File: src/rtl/alu_16b_if.sv
// alu_16b_if: operand/result bundle for the registered 32-bit ALU.
//   inA, inB   : operands (inB[4:0] doubles as shift amount)
//   alu_ctrl   : 4-bit operation select
//   alu_out    : registered 32-bit result
//   cond_code  : registered flags {ILL, P, V, C, N, Z}
// master drives operands/opcode and reads results; slave is the ALU.
interface alu_16b_if;
    logic [31:0] inA;
    logic [31:0] inB;
    logic [3:0]  alu_ctrl;
    logic [31:0] alu_out;
    logic [5:0]  cond_code;

    modport master (
        output inA,
        output inB,
        output alu_ctrl,
        input  alu_out,
        input  cond_code
    );

    modport slave (
        input  inA,
        input  inB,
        input  alu_ctrl,
        output alu_out,
        output cond_code
    );
endinterface

File: src/rtl/alu_16b.sv
// alu_16b: registered 32-bit integer ALU for the MIPS_16b datapath.
// Samples operands and opcode every rising clk edge and registers the result
// and the condition codes one cycle later.
// Ports:
//   clk    : rising-edge clock
//   rst_n  : synchronous active-low reset (outputs forced to zero)
//   bus    : alu_16b_if.slave (inA, inB, alu_ctrl in; alu_out, cond_code out)
// cond_code bits: [0] Z, [1] N, [2] C, [3] V, [4] P, [5] ILL.
// Optional feature: define ALU_16B_SLT_EN to enable SLT (0110) and SLTU (1110);
// without it those codes are treated as illegal.
module alu_16b (
    input  logic       clk,
    input  logic       rst_n,
    alu_16b_if.slave   bus
);

    localparam logic [3:0] OP_PASS = 4'b0000;
    localparam logic [3:0] OP_ADD  = 4'b0001;
    localparam logic [3:0] OP_SUB  = 4'b1001;
    localparam logic [3:0] OP_XOR  = 4'b0010;
    localparam logic [3:0] OP_NOR  = 4'b1010;
    localparam logic [3:0] OP_AND  = 4'b0011;
    localparam logic [3:0] OP_OR   = 4'b0100;
    localparam logic [3:0] OP_SLL  = 4'b0101;
    localparam logic [3:0] OP_SRL  = 4'b1101;
`ifdef ALU_16B_SLT_EN
    localparam logic [3:0] OP_SLT  = 4'b0110;
    localparam logic [3:0] OP_SLTU = 4'b1110;
`endif

    logic [31:0] r_alu_out;
    logic [5:0]  r_cond_code;

    logic [4:0]  w_sh;
    logic [32:0] w_add;
    logic [32:0] w_sub;
    logic [32:0] w_sll;
    logic [32:0] w_srl;
    logic        w_add_v;
    logic        w_sub_v;
    logic [31:0] w_res;
    logic        w_c;
    logic        w_v;
    logic        w_ill;
    logic [5:0]  w_cc;

    assign w_sh  = bus.inB[4:0];
    assign w_add = {1'b0, bus.inA} + {1'b0, bus.inB};
    // Bit 32 of the 33-bit difference is the unsigned borrow (A < B).
    assign w_sub = {1'b0, bus.inA} - {1'b0, bus.inB};
    // One spare bit on each side of A catches the last bit shifted out;
    // with a zero shift that spare bit stays 0, so C = 0 falls out naturally.
    assign w_sll = {1'b0, bus.inA} << w_sh;
    assign w_srl = {bus.inA, 1'b0} >> w_sh;

    assign w_add_v = (bus.inA[31] == bus.inB[31]) && (w_add[31] != bus.inA[31]);
    assign w_sub_v = (bus.inA[31] != bus.inB[31]) && (w_sub[31] != bus.inA[31]);

`ifdef ALU_16B_SLT_EN
    logic w_slt;
    // Differing signs: A is less exactly when it is negative; otherwise the
    // unsigned borrow gives the signed answer too.
    assign w_slt = (bus.inA[31] != bus.inB[31]) ? bus.inA[31] : w_sub[32];
`endif

    always_comb begin
        w_res = 32'h0;
        w_c   = 1'b0;
        w_v   = 1'b0;
        w_ill = 1'b0;
        case (bus.alu_ctrl)
            OP_PASS: w_res = bus.inA;
            OP_ADD: begin
                w_res = w_add[31:0];
                w_c   = w_add[32];
                w_v   = w_add_v;
            end
            OP_SUB: begin
                w_res = w_sub[31:0];
                w_c   = w_sub[32];
                w_v   = w_sub_v;
            end
            OP_XOR:  w_res = bus.inA ^ bus.inB;
            OP_NOR:  w_res = ~(bus.inA | bus.inB);
            OP_AND:  w_res = bus.inA & bus.inB;
            OP_OR:   w_res = bus.inA | bus.inB;
            OP_SLL: begin
                w_res = w_sll[31:0];
                w_c   = w_sll[32];
            end
            OP_SRL: begin
                w_res = w_srl[32:1];
                w_c   = w_srl[0];
            end
`ifdef ALU_16B_SLT_EN
            OP_SLT: begin
                w_res = {31'h0, w_slt};
                w_c   = w_sub[32];
                w_v   = w_sub_v;
            end
            OP_SLTU: begin
                w_res = {31'h0, w_sub[32]};
                w_c   = w_sub[32];
                w_v   = w_sub_v;
            end
`endif
            default: w_ill = 1'b1;
        endcase
    end

    assign w_cc = {w_ill, ^w_res, w_v, w_c, w_res[31], (w_res == 32'h0)};

    always_ff @(posedge clk) begin
        if (!rst_n) begin
            r_alu_out   <= 32'h0;
            r_cond_code <= 6'b000000;
        end else begin
            r_alu_out   <= w_res;
            r_cond_code <= w_cc;
        end
    end

    assign bus.alu_out   = r_alu_out;
    assign bus.cond_code = r_cond_code;

endmodule

File: src/flat_wrapper.sv
// flat-port wrapper written by rule: the top's interface ports become plain ports
module alu_16b_flat 
  (clk, rst_n, bus_inA, bus_inB, bus_alu_ctrl, bus_alu_out, bus_cond_code);
  alu_16b_if bus_i ();
  input  logic clk;
  input  logic rst_n;
  input wire logic [$bits(bus_i.inA)-1:0] bus_inA;
  input wire logic [$bits(bus_i.inB)-1:0] bus_inB;
  input wire logic [$bits(bus_i.alu_ctrl)-1:0] bus_alu_ctrl;
  output wire logic [$bits(bus_i.alu_out)-1:0] bus_alu_out;
  output wire logic [$bits(bus_i.cond_code)-1:0] bus_cond_code;
  assign bus_i.inA = bus_inA;
  assign bus_i.inB = bus_inB;
  assign bus_i.alu_ctrl = bus_alu_ctrl;
  assign bus_alu_out = bus_i.alu_out;
  assign bus_cond_code = bus_i.cond_code;
  alu_16b u_core (.clk(clk), .rst_n(rst_n), .bus(bus_i));
endmodule
File: config.mk
export PLATFORM = sky130hd
export DESIGN_NAME = alu_16b_flat
export DESIGN_NICKNAME = d
export VERILOG_FILES = /design/src/rtl/alu_16b_if.sv /design/src/rtl/alu_16b.sv /design/src/flat_wrapper.sv
export SDC_FILE = /design/constraint.sdc
export NUM_CORES = 1
export LEC_CHECK = 0
export BUFFER_PORTS_ARGS = -buffer_cell sky130_fd_sc_hd__buf_2
export CAP_MARGIN = 20
export CORE_MARGIN = 2
export CORE_UTILIZATION = 45
export CTS_CLUSTER_SIZE = 14
export DETAILED_ROUTE_END_ITERATION = 8
export HOLD_SLACK_MARGIN = 0.12
export PLACE_DENSITY_LB_ADDON = 0.25
export SETUP_SLACK_MARGIN = 0.05
export SYNTH_ARGS = -nofsm -noshare
export SYNTH_HDL_FRONTEND = slang
export SYNTH_SLANG_ARGS = --single-unit
File: constraint.sdc
create_clock -name clk -period 5.1 [get_ports clk]
set_input_delay 1.275 -clock clk [delete_from_list [all_inputs] [get_ports clk]]
set_output_delay 1.275 -clock clk [all_outputs]
set_load 0.01 [all_outputs]
== Yosys cells after proc, flatten, opt, wreduce, memory -nomap -nowiden ==
Cells that the tools add are included.
Cells by class
  add/sub/neg operators: 2
  bitwise operators: 4
  shift-type cells: 2
  reduce and logical (&&, ||, !) cells: 6
  equality and inequality tests: 12
  multiplexer cells: 4
Operators with widths (count)
  $pmux 32 s9: 1
  $add 32x32->33: 1
  $shl 32x5->33: 1
  $shr 33x5->33: 1
  $sub 32x32->33: 1
  $and 32x32->32: 1
  $logic_not 32->1: 1
  $not 32->32: 1
  $or 32x32->32: 1
  $reduce_xor 32->1: 1
  $xor 32x32->32: 1
  $eq 4x4->1 const B: 3
  $reduce_or 9->1: 1
  $eq 4x2->1 const B: 2
  $eq 4x3->1 const B: 2
  $eq 4x1->1 const B: 1
  $logic_not 4->1: 1
  $pmux 1 s4: 1
  $ne 1x1->1: 3
  $logic_and 1x1->1: 2
  $pmux 1 s2: 1
  $eq 1x1->1: 1
  $mux 1: 1
Word-level totals
  logic and storage cells: 32
  output and inout port bits: 38
  input port bits: 70
  bits in registers: 38

== Depth between registers and ports, before layout ==
  depth in word-level cells: 4
  mapped depth: 20
  mapped depth without buffers: 18

== Worst setup path after synthesis ==
Ideal clock, no wire load.
  path type: input to register
  start point: input port bus_inB[3]
  end point: register u_core.r_cond_code[4] (netlist: u_core.bus.cond_code[4])
  slack: -0.285 ns
  setup time: 0.128 ns
  path buffers: 4
  arrival: 5.257 ns
  data required time: 4.972 ns
  stages on the path: 19
  path through: clkbuf_1 > clkinv_1 > clkbuf_1 > clkbuf_1 > ha_1 > buf_6 > nand4_1 > a211o_1 > a2111oi_1 > o21bai_1 > o31ai_2 > mux2i_1 > and3_1 > ha_1 > xnor2_1 > xnor2_1 > xnor2_1 > xnor2_1 > nor2_1
On the way
  cells in the longest elaborated chain, start to end: 4
  elaborated cells between the ends (all ways): 10
  classes of those cells: add/sub (2); shift (2); mux (1); bitwise (4); reduce/logical (1)
Ends and longest elaborated chain
  start: declaration: line flat_wrapper.sv:8  | input wire logic [$bits(bus_i.inB)-1:0] bus_inB;
  parallel branches: the longest is 2 deep, another holds $sub 32x32->33
  $pmux 32 s9 (*): line alu_16b.sv:71  | case (bus.alu_ctrl)
  $reduce_xor 32->1 (*): line alu_16b.sv:111  | assign w_cc = {w_ill, ^w_res, w_v, w_c, w_res[31], (w_res == 32'h0)};
  end signal: assignment: line alu_16b.sv:119  | r_cond_code <= w_cc;
  end: declaration: line alu_16b.sv:32  | logic [5:0] r_cond_code;
Every way passes the cells marked *.
A chain may end at the register's enable or synchronous reset.

== Worst setup path after layout ==
  start point: input port bus_inB[0]
  end point: register u_core.r_cond_code[4] (netlist: u_core.bus.cond_code[4])
The elaborated chain is that of the path after synthesis.

==> metrics.cfg <==
[worst_setup_path]
cp-end-kind=register
cp_common_cell=xnor2_1
critPathArrivalTime_ps=5060
critPathSlowestCell=o32ai_2
path_buf_inv=4
criticalPathCategory=in -> reg
crit_fanout=3
critPathTopFamily=compound AO/OA/AOI/OAI gates
slowest_delay_ps=350
critPathRequiredTime_ps=5260
startpoint_type=primary input
crit_path_cell_trace=buf_4 > ha_1 > inv_1 > fa_1 > nor2b_2 > o21ai_2 > buf_4 > a211o_1 > a211o_1 > and4_1 > o32ai_2 > buf_4 > and4_2 > ha_1 > xnor2_1 > xnor2_1 > xnor2_1 > xnor2_1 > nor2_1

[sta]
finalSetupTns_ps=0
max_freq_mhz=204
max_slew_margin_pct=49.5
period_minus_slack_ps=4900
period_share_pct=96.1
hold_violations=0
finalSetupViolCount=0
slew_viol_final=0
worstMarginPinSlew_ps=757
rsz0062_at_grt=false
setup_slack_ps=199

[detailed_routing]
routed-via-count=14100
wl_per_cell_um=27.2
ant_nets=0
drt-initial-drc-count=1696
drt-pass1-iter-count=7
wl_um=57300
avgViaCountPerCell=6.69
post-route-drc-count=0

[placement]
place_worst_setup_slack_ps=-353
place_congestion=1.06
placed_cells=2100
port_buffers=107
place_hpwl_um=46900

[floorplanning]
dieArea_um2=25700
core-area_um2=24200
die_y_um=160
start_util_pct=45.4
fp.dieW_um=160
ios=108
num_rows=57

[power]
clock_power_share_pct=14.1
intPower_uw=1280
p_switching_uw=1200
swShare_pct=48.4
p_leak_uw=0.00630
p_per_area_nw_per_um2=177
p_seq_share_pct=13.2
max-vdd-ir-drop_uv=172
p_comb_share_pct=72.7

[cts]
clock-sinks=37
cts-buffers-inserted=5
clkSlewWorstSetupHoldPaths_ps=80
cts_tree=done
cts_buffer_depth=2
clockRootBuffer=clkbuf_16
cts.htree.levels=2
cts_setup_buffers=0

[synthesis]
synthAdderAreaFrac_pct=14.3
avgSynthCellArea_um2=7.36
synth.area.mux_share_pct=17.2
ys.flop_type=dfxtp_1
netlist_area_um2=11000
synth-edff-count=0
synth-simple-area-share_pct=20.5
async_flop_share_pct=0
synth_cells=1492
yosys_warnings=0
synth_xor_area_share_pct=1.20
ys_types=86
ys_ff_latch=37
synth_compound_area_share_pct=31.9
ys_seq_area_share_pct=6.74
syn_nets=1686
synth_top_family_by_area=compound AO/OA/AOI/OAI gates

[global_route]
met1_usage_pct=54.3
track_usage_pct=43.4
top_usage_layer=met2
met3_usage_pct=8.91
antenna_found_initial=1
use_met2_pct=69.8
first_global_vias=13300
globalRoute.totalOverflow=0
grt_pass1_wl_um=84100
grt_max_degree=54

[layout]
n_antenna_cell=0
mostFrequentLayoutCells=290 x buf_4, 187 x nor2_1, 121 x ha_1
area_growth_pct=27.1
nets=1977
stdcell_count=2108
drive_gt1_share_pct=29.5
postLayoutCoreUtil_pct=57.7
layout_commonest_cell=buf_4

[run]
cap_viol_max_count=0

[outcome]
outcome=finished, final reports clean

[min_path]
min_path_type=in -> reg

-- tightest hold or removal path, delay by kind of cell --
family,cells,cell delay (ps)
and+or+nand+nor,1,110
AOI/OAI and AO/OA,1,80
buffers and inverters,1,170
-- repair_timing --
| action | CTS | global route |
|---|---|---|
| endpoints found under the setup margin | 1 | 2 |
| gates resized for setup | 3 | 19 |
| hold buffers | 0 | 0 |
| pin swaps | 0 | 2 |
-- logic make-up after synthesis --
group | after synthesis
AO/OA/AOI/OAI | 501
flip-flops | 37
XOR/XNOR | 15
buffers and inverters | 215
AND/OR/NAND/NOR | 481
adder cells (fa/ha/maj) | 124
multiplexers | 119
-- layout make-up --
class,instances,area (µm²)
fill,2324,10200
sequential,37,741
tap,324,405
inverter,98,369
clock inverter,3,21.3
multi-input combinational,1240,9480
timing repair buffer,401,2820
clock buffer,5,125
-- flip-flops by register name, indices dropped and copies added, names as in the netlist --
name / flops
u_core.bus.alu_out: 31
u_core.bus.cond_code: 6
-- layer usage --
layer  wire length (µm)  up-vias
met5                 14        -
met4               3810        2
met3               6150      206
met2              25500     1056
met1              21900     6588
li1                   -     6241
-- synth_stat cells, types with 11 or more instances --
| cell type | n | share of area (%) |
|---|---|---|
| o221ai_1 | 32 | 2.6 |
| a211oi_1 | 20 | 1.4 |
| mux2i_1 | 46 | 4.2 |
| and2_1 | 13 | 0.74 |
| ha_1 | 122 | 14 |
| a21oi_1 | 119 | 5.4 |
| and3_1 | 14 | 0.80 |
| o21ai_0 | 71 | 3.2 |
| clkbuf_1 | 75 | 2.6 |
| dfxtp_1 | 37 | 6.7 |
| mux4_2 | 54 | 11 |
| o21a_1 | 14 | 0.96 |
| a221oi_1 | 12 | 0.96 |
| nor2_1 | 189 | 6.5 |
| mux2_2 | 19 | 1.9 |
| a22oi_1 | 33 | 2.3 |
| buf_2 | 23 | 1.0 |
| nand3_1 | 25 | 1.1 |
| nor2b_1 | 18 | 1.0 |
| o22ai_1 | 12 | 0.68 |
| nor4_1 | 20 | 1.1 |
| nand2b_1 | 12 | 0.68 |
| inv_1 | 96 | 3.3 |
| nand2_1 | 100 | 3.4 |
| o211ai_1 | 14 | 0.96 |
| a211o_1 | 11 | 0.88 |
| a21o_1 | 17 | 1.2 |
| o31ai_1 | 13 | 0.89 |
| o21bai_1 | 16 | 1.1 |
| nor3_1 | 42 | 1.9 |
| xnor2_1 | 13 | 1.0 |
| nand4_1 | 17 | 0.97 |
| a31oi_1 | 23 | 1.3 |
-- worst paths after layout --
path	slack, ps	to	startpoint	depth (start not counted)
setup / recovery	200	u_core.bus.cond_code[4]	bus_inB[0]	19
hold / removal	1390	u_core.bus.cond_code[3]	bus_inA[31]	3
-- power by group through the flow --
stage | Combinational [µW] | Sequential [µW] | Clock, µW
floorplan | 962 | 348 | 0
global placement | 1720 | 332 | 0
detailed placement | 1730 | 333 | 0
CTS | 1740 | 327 | 348
global route | 1900 | 329 | 366
finish | 1800 | 326 | 348
-- through the flow --
stage               hold slack (ps)  cell area, µm²  total power (µW)
floorplan                      1580           11000              1310
global placement               1670           13700              2060
detailed placement             1670           13700              2060
CTS                            1370           13900              2410
global route                   1390           14000              2590
finish                         1390           14000              2470
Power figures use the tool's default switching activity.
